[src/rtl/oka_red_if.sv]
// Stream bundle for the GF(2^16) product reducer: input product side and output remainder side.
interface oka_red_if;
  logic        in_valid;
  logic        in_ready;
  logic [30:0] in_prod;
  logic        out_valid;
  logic        out_ready;
  logic [15:0] out_res;

  modport slave (
    input  in_valid, in_prod, out_ready,
    output in_ready, out_valid, out_res
  );

  modport master (
    output in_valid, in_prod, out_ready,
    input  in_ready, out_valid, out_res
  );
endinterface

[src/rtl/oka_red_pipe_16.sv]
// Two-stage GF(2) reducer of a 31-bit OKA product modulo x^16 + POLY, with valid/ready flow control.
// Optional XOR accumulator of delivered results is enabled by defining OKA_RED_ACC_EN.
module oka_red_pipe_16 #(
  parameter logic [15:0] POLY = 16'h002D
) (
  input  logic        clk,
  input  logic        rst,
`ifdef OKA_RED_ACC_EN
  input  logic        acc_clr,
  output logic [15:0] acc_q,
`endif
  oka_red_if.slave    bus
);

  // x^16 is included so that each fold also clears the bit it consumes.
  localparam logic [30:0] RED_P1 = {14'd0, 1'b1, POLY};
  localparam logic [22:0] RED_P2 = {6'd0, 1'b1, POLY};

  // Descending order lets a high fold land in a lower bit that is folded later.
  function automatic logic [22:0] fold_p1(input logic [30:0] p);
    logic [30:0] v;
    v = p;
    for (int k = 30; k >= 23; k--)
      if (v[k]) v = v ^ (RED_P1 << (k - 16));
    return v[22:0];
  endfunction

  function automatic logic [15:0] fold_p2(input logic [22:0] p);
    logic [22:0] v;
    v = p;
    for (int k = 22; k >= 16; k--)
      if (v[k]) v = v ^ (RED_P2 << (k - 16));
    return v[15:0];
  endfunction

  logic        vld_p1;
  logic [22:0] data_p1;
  logic        vld_p2;
  logic [15:0] data_p2;
  logic        s1_adv;
  logic        s2_adv;

  assign s2_adv       = ~vld_p2 | bus.out_ready;
  assign s1_adv       = ~vld_p1 | s2_adv;
  assign bus.in_ready = s1_adv;
  assign bus.out_valid = vld_p2;
  assign bus.out_res   = data_p2;

  // Stage boundary: input -> S1 (bits 30..23 folded) -> S2 (bits 22..16 folded)
  always_ff @(posedge clk or posedge rst) begin
    if (rst) begin
      vld_p1  <= 1'b0;
      data_p1 <= '0;
      vld_p2  <= 1'b0;
      data_p2 <= '0;
    end else begin
      if (s2_adv) begin
        vld_p2  <= vld_p1;
        data_p2 <= fold_p2(data_p1);
      end
      if (s1_adv) begin
        vld_p1  <= bus.in_valid;
        data_p1 <= fold_p1(bus.in_prod);
      end
    end
  end

`ifdef OKA_RED_ACC_EN
  logic out_xfer;
  assign out_xfer = vld_p2 & bus.out_ready;

  always_ff @(posedge clk or posedge rst) begin
    if (rst)
      acc_q <= '0;
    else if (acc_clr)
      acc_q <= out_xfer ? data_p2 : 16'h0000;
    else if (out_xfer)
      acc_q <= acc_q ^ data_p2;
  end
`endif

endmodule

[src/flat_wrapper.sv]
// flat-port wrapper written by rule: the top's interface ports become plain ports
module oka_red_pipe_16_flat 
#(
  parameter logic [15:0] POLY = 16'h002D
)
  (clk, rst, bus_in_valid, bus_in_prod, bus_out_ready, bus_in_ready, bus_out_valid, bus_out_res);
  oka_red_if bus_i ();
  input  logic clk;
  input  logic rst;
  input wire logic [$bits(bus_i.in_valid)-1:0] bus_in_valid;
  input wire logic [$bits(bus_i.in_prod)-1:0] bus_in_prod;
  input wire logic [$bits(bus_i.out_ready)-1:0] bus_out_ready;
  output wire logic [$bits(bus_i.in_ready)-1:0] bus_in_ready;
  output wire logic [$bits(bus_i.out_valid)-1:0] bus_out_valid;
  output wire logic [$bits(bus_i.out_res)-1:0] bus_out_res;
  assign bus_i.in_valid = bus_in_valid;
  assign bus_i.in_prod = bus_in_prod;
  assign bus_i.out_ready = bus_out_ready;
  assign bus_in_ready = bus_i.in_ready;
  assign bus_out_valid = bus_i.out_valid;
  assign bus_out_res = bus_i.out_res;
  oka_red_pipe_16 #(.POLY(POLY)) u_core (.clk(clk), .rst(rst), .bus(bus_i));
endmodule
[config.mk]
export PLATFORM = sky130hd
export DESIGN_NAME = oka_red_pipe_16_flat
export DESIGN_NICKNAME = d
export VERILOG_FILES = /design/src/rtl/oka_red_if.sv /design/src/rtl/oka_red_pipe_16.sv /design/src/flat_wrapper.sv
export SDC_FILE = /design/constraint.sdc
export NUM_CORES = 1
export LEC_CHECK = 0
export CORE_MARGIN = 1
export CORE_UTILIZATION = 35
export DETAILED_ROUTE_END_ITERATION = 12
export PLACE_DENSITY = 0.63
export RECOVER_POWER = 100
export SLEW_MARGIN = 30
export SYNTH_ARGS = -nofsm -noshare
export SYNTH_HDL_FRONTEND = slang
export SYNTH_SLANG_ARGS = --single-unit
export TNS_END_PERCENT = 100
[constraint.sdc]
create_clock -name clk -period 1.75 [get_ports clk]
set_input_delay 0.525 -clock clk [delete_from_list [all_inputs] [get_ports clk]]
set_output_delay 0.525 -clock clk [all_outputs]
set_load 0.02 [all_outputs]
==> results.toml, run 1 <==
[floorplanning]
start_util_pct = 36.11
die-area_mm2 = 0.005986
chipWidth_um = 77.37
design.core.area_mm2 = 0.005507
die_height_um = 77.37
top_level_ports = 53
std_cell_rows = 27

[run_status]
status = "finished, final reports clean"

[place]
port_buffers = 52
dpl-instance-area_mm2 = 0.002706
hpwlAfterDp_um = 2747
routabilityCongestion = 0.7068
numPlacedInstances = 294
place_worst_setup_slack_ps = -575.2

[yosys]
synth-xor-area-share_pct = 25.36
synth-seq-cells = 41
yosys.area_share.simple_pct = 5.286
mappedNetlistArea_mm2 = 0.001988
synth_compound_area_share_pct = 5.286
synth_area_per_cell_um2 = 12.27
synth-adder-area-share_pct = 0
yosys-mux-area-fraction_pct = 10.38
synth_unique_cells = 15
synth-seq-area-share_pct = 51.60
instance_count_of_the_mapped_netlist = 162
ys_warn_count = 0
synth_top_family_by_area = "XOR/XNOR gates"
syn_nets = 197

[final_layout]
ant_diodes = 0
final_nets = 264
mostFrequentLayoutCells = "sky130_fd_sc_hd__dfrtp_1, sky130_fd_sc_hd__xnor2_1, sky130_fd_sc_hd__clkdlybuf4s50_1, sky130_fd_sc_hd__nor2_1, sky130_fd_sc_hd__a21oi_1"
layout_commonest_cell = "sky130_fd_sc_hd__dfrtp_1"
layout_cells_sized_above_1_pct = 15.65
multiInputGateArea_um2 = 913.4
post-route-util_pct = 49.40
area_occupied_by_registers_mm2 = 0.001026
fin_cells = 302
areaGrowthSynthToFinish_pct = 36.82
stdcell_area_mm2 = 0.002720
nFillCells = 545

[sta]
final-setup-viol-count = 0
layout_setup_ws_ps = 22.45
grt_setup_unrepaired = "false"
headroom_to_the_max_slew_limit_pct = 32.88
post-route-period-util_pct = 98.72
timing.hold.ws_ps = 466.2
worst-slew-pin-transition_ps = 1007
max_clock_freq_ghz = 0.5789
slew_violations = 0
fin_crit_ps = 1728
fin_skew_ps = 3.435
final-hold-violation-count = 0

[power]
power.leakage_nw = 1.154
irDropWorstVdd_v = 0.0004755
share_comb_of_total_power_pct = 35.9
sw_frac_of_total_pct = 31.73
power.clock.fraction_pct = 19.8
power.net_switching_uw = 945.4
cellInternalPower_mw = 2.034
seqPwrFrac_pct = 44.4
power_density_mw_per_mm2 = 1095

[clock_network]
clock_latency_ps = 290
clkSlewWorstSetupHoldPaths_ps = 70
tritoncts = "built"
cts_post_setup_buffers_inserted = 0
cts-root-to-sink-buffers = 2
numClockSinks = 41
cts_buffers = 5
number_of_h_tree_levels = 2
ctsRootBufferMaster = "sky130_fd_sc_hd__clkbuf_8"

[detailed_routing]
drt_iter0_drc = 71
post_route_drc_violation_count = 0
detailedRoute.firstPassIterationCount = 4
routed_wl_um = 3667
via_count = 1310
route.antenna.remaining_nets = 0
detail_route.vias_per_cell = 4.338
post_dr_wirelength_cell_um = 12.14

[critical_path]
worst_setup_path_end_kind = "output port"
worstSetupStartpointType = "input pin"
timing.critical_path.required_ps = 1220
timing.critical_path.max_delay_family = "buffers and inverters"
timing_worst_setup_path_type = "input pin to output port"
critical_path.max_fanout = 2
max_stage_delay_ps = 250
worstPathCellList = "dlygate4sd2_1 > nand3b_1 > buf_6"
timing.critical_path.buf_inv = 2
timing.critical_path.arrival_ps = 1200
critical-path-slowest-cell = "sky130_fd_sc_hd__nand3b_1"

[grt]
overflow = 0
maximum_number_of_pins_on_one_net_before_global_route_repair = 42
grt_antenna_before_repair = 0
grt.total_usage_pct = 13.79
grt_pass1_vias = 1350
grt_first_pass_wirelength_um = 6313

[worst_hold_path]
holdCritPathClass = "flip-flop to flip-flop"

[run]
max_cap_viol_count = 0
[state kept, by name (all words and copies together) (netlist names)]
register	cells
u_core.vld_p1	1
u_core.data_p1	23
u_core.bus.out_res	16
u_core.bus.out_valid	1
[metal layers]
metal	global-route usage (%)	vias to the layer above	part of all wire, %
met5	0	-	0
met4	5.094	0	1.4
met3	4.000	6	5.9
met2	20.27	40	43
met1	19.21	600	49
li1	-	664	-
[path summary, 6_finish.rpt]
check / startpoint / end / slack [ps] / cells after the start
setup / recovery: bus_out_ready / bus_in_ready / 20 / 3
min in group asynchronous: rst / u_core.data_p1[20] / 850 / 3
hold / removal: u_core.vld_p1 / u_core.bus.out_valid / 470 / 1
setup reg to reg: u_core.data_p1[20] / u_core.bus.out_res[6] / 230 / 3
max in group asynchronous: rst / u_core.bus.out_res[14] / 280 / 3
hold reg to reg: u_core.vld_p1 / u_core.bus.out_valid / 470 / 1
[layout make-up]
cell class | count | share of cell area, %
Clock buffer | 8 | 2.944
Inverter | 1 | 0.1380
Multi-Input combinational cell | 112 | 33.58
Sequential cell | 41 | 37.72
Tap cell | 72 | 3.312
Timing Repair Buffer | 68 | 22.31
[synthesized netlist by cell type (all sizes together)]
cell type	n	area [µm²]
dfrtp	41	1026
xnor2	35	321.6
a21oi	21	105.1
nor2	21	78.83
mux2	18	206.4
xor2	8	70.07
buf	7	33.78
xnor3	5	112.6
nand2b	3	18.77
clkbuf	1	3.750
inv	1	3.750
nand3b	1	7.510
[stage by stage]
stage               power, mW  setup TNS [ps]
finish                  2.979               0
global route            3.186               0
CTS                     3.041               0
detailed placement      2.558           -5108
global placement        2.543           -5358
floorplan               2.045               0
[cells by family after synthesis]
group                  Yosys count
AND/OR/NAND/NOR                 25
multiplexers                    18
buffers and inverters            9
flip-flops                      41
AO/OA/AOI/OAI                   21
XOR/XNOR                        48
[power groups by stage]
stage | Sequential [mW] | Combinational (mW) | Clock (mW)
finish | 1.32 | 1.07 | 0.589
global route | 1.36 | 1.17 | 0.653
CTS | 1.33 | 1.11 | 0.606
detailed placement | 1.35 | 1.20 | 0
global placement | 1.35 | 1.19 | 0
floorplan | 1.51 | 0.537 | 0
[what timing repair did]
item,in CTS,in global routing
hold buffers,0,0
resized for setup,24,0
setup endpoints to repair,29,0
(Power assumes the default switching activity.)
==> run 2: changes to the inputs <==
--- a/config.mk
+++ b/config.mk
@@ -5,7 +5,6 @@
 export SDC_FILE = /design/constraint.sdc
 export NUM_CORES = 1
 export LEC_CHECK = 0
-export CORE_MARGIN = 1
 export CORE_UTILIZATION = 35
 export DETAILED_ROUTE_END_ITERATION = 12
 export PLACE_DENSITY = 0.63
==> results of run 2 <==
No change in the layout: final DEF, timing and power equal those of run 1.
==> run 3: changes to the inputs <==
--- a/config.mk
+++ b/config.mk
@@ -6,10 +6,9 @@
 export NUM_CORES = 1
 export LEC_CHECK = 0
 export CORE_UTILIZATION = 35
+export CTS_BUF_LIST = sky130_fd_sc_hd__clkbuf_16
 export DETAILED_ROUTE_END_ITERATION = 12
 export PLACE_DENSITY = 0.63
-export RECOVER_POWER = 100
-export SLEW_MARGIN = 30
 export SYNTH_ARGS = -nofsm -noshare
 export SYNTH_HDL_FRONTEND = slang
 export SYNTH_SLANG_ARGS = --single-unit
==> run 3 against run 2 <==
Non-clock buffer count unchanged; largest power group unchanged; first-iteration DRC count increased by 1.4%; sequential power about the same; via count unchanged; count of clock-buffer cells in the layout is 3 lower; worst setup slack better by 6.5 ps; final cell count is the same.
==> results.toml, run 3 (synthesized netlist as in run 1, its figures left out) <==
[detailed_routing]
drt_iter0_drc = 72
via_count = 1310
post_dr_wirelength_cell_um = 12.14
detail_route.vias_per_cell = 4.338
detailedRoute.firstPassIterationCount = 4
post_route_drc_violation_count = 0
route.antenna.remaining_nets = 0
routed_wl_um = 3665

[grt]
overflow = 0
grt.total_usage_pct = 13.89
grt_antenna_before_repair = 0
maximum_number_of_pins_on_one_net_before_global_route_repair = 42
grt_pass1_vias = 1357
grt_first_pass_wirelength_um = 6327

[sta]
slew_violations = 0
layout_setup_ws_ps = 28.94
headroom_to_the_max_slew_limit_pct = 75.01
tns_ps = 0
fin_crit_ps = 1721
post-route-period-util_pct = 98.35
worst-slew-pin-transition_ps = 374.8
fin_skew_ps = 4.106
final-hold-violation-count = 0
final-setup-viol-count = 0
max_clock_freq_ghz = 0.5810
grt_setup_unrepaired = "false"

[clock_network]
cts_post_setup_buffers_inserted = 0
clock_latency_ps = 280
number_of_h_tree_levels = 2
tritoncts = "built"
cts_buffers = 5
clkSlewWorstSetupHoldPaths_ps = 50
numClockSinks = 41
cts-root-to-sink-buffers = 2
ctsRootBufferMaster = "sky130_fd_sc_hd__clkbuf_16"

[run_status]
status = "finished, final reports clean"

[final_layout]
final_nets = 264
layout_commonest_cell = "sky130_fd_sc_hd__dfrtp_1"
layout_cells_sized_above_1_pct = 18.26
fin_cells = 302
ant_diodes = 0
mostFrequentLayoutCells = "sky130_fd_sc_hd__dfrtp_1, sky130_fd_sc_hd__xnor2_1, sky130_fd_sc_hd__clkdlybuf4s50_1, sky130_fd_sc_hd__nor2_1, sky130_fd_sc_hd__a21oi_1"
largest-register = "u_core.data_p1"
stdcell_area_mm2 = 0.002855
areaGrowthSynthToFinish_pct = 43.61
largest_register_ff_count = 23

[critical_path]
timing.critical_path.arrival_ps = 1200
worstRegToRegCells = 3
critical_path.max_fanout = 2
timing.critical_path.required_ps = 1220
worstSetupStartpointType = "input pin"
worst_setup_path_end_kind = "output port"
timing_worst_setup_path_type = "input pin to output port"

[power]
power_density_mw_per_mm2 = 1156
irDropWorstVdd_v = 0.0004778
design_power_total_mw = 3.301
power.leakage_nw = 1.280

[worst_hold_path]
holdCritPathClass = "flip-flop to flip-flop"
hold-path-cell-count = 1

[floorplanning]
die-area_mm2 = 0.005986
start_util_pct = 36.11
die_height_um = 77.37
top_level_ports = 53
std_cell_rows = 27
design.core.area_mm2 = 0.005507
chipWidth_um = 77.37

[place]
port_buffers = 52
numPlacedInstances = 294
routabilityCongestion = 0.7068
dpl-instance-area_mm2 = 0.002706
place_worst_setup_slack_ps = -575.2
hpwlAfterDp_um = 2747

[run]
max_cap_viol_count = 0
-- run 3: changes by cell type in the layout (fill, tap and decap cells not counted), sizes merged --
cell	delta
buf	+7
clkbuf	-9
clkdlybuf4s50	+3
dlygate4sd2	-9
dlygate4sd3	-3
dlymetal6s2s	+8
inv	+3
-- run 3: report_power, final --
part | leakage, nW | internal, mW | switching, mW | total (mW)
logic | 0.734 | 0.633 | 0.500 | 1.13
clock network | 0.0776 | 0.512 | 0.331 | 0.843
registers | 0.468 | 1.18 | 0.144 | 1.33
total | 1.28 | 2.33 | 0.975 | 3.30
-- run 3: cell type report --
type | count | area (µm²)
Fill cell | 518 | 2651
Sequential cell | 41 | 1026
Multi-Input combinational cell | 112 | 920.9
Timing Repair Buffer | 68 | 678.2
Clock buffer | 5 | 125.1
Tap cell | 72 | 90.09
Clock inverter | 3 | 11.26
Inverter | 1 | 3.754
-- run 3: worst paths after layout --
| path | start | to | slack [ps] |
|---|---|---|---|
| setup / recovery | bus_out_ready | bus_in_ready | 30 |
| hold / removal | u_core.vld_p1 | u_core.bus.out_valid | 460 |
| setup reg to reg | u_core.bus.out_valid | u_core.data_p1[2] | 270 |
| hold reg to reg | u_core.vld_p1 | u_core.bus.out_valid | 460 |
| max in group asynchronous | rst | u_core.bus.out_res[11] | 950 |
| min in group asynchronous | rst | u_core.bus.out_res[9] | 600 |
-- run 3: metal layers --
metal | vias to the layer above | global-route usage, % | wire (µm)
met2 | 42 | 20.00 | 1617
met4 | 0 | 5.660 | 41
met1 | 601 | 19.44 | 1734
met5 | - | 0 | 0
met3 | 4 | 4.118 | 271
li1 | 663 | - | -
-- run 3: worst max-delay path, stage by stage --
cell and delay [ps]:
sky130_fd_sc_hd__dlygate4sd2_1 240, sky130_fd_sc_hd__nand3b_1 250, sky130_fd_sc_hd__buf_6 190
-- run 3: through the flow --
stage	utilization (%)	hold WS, ps
final	51.85	461.6
after global routing	51.85	479.3
after CTS	51.44	463.8
after detailed placement	49.15	450.9
after global placement	49.15	446.6
after floorplan	-	435.1
-- run 3: what timing repair did --
item | in CTS | in global routing
resized for setup | 15 | 9
hold buffers | 0 | 0
setup endpoints to repair | 20 | 9
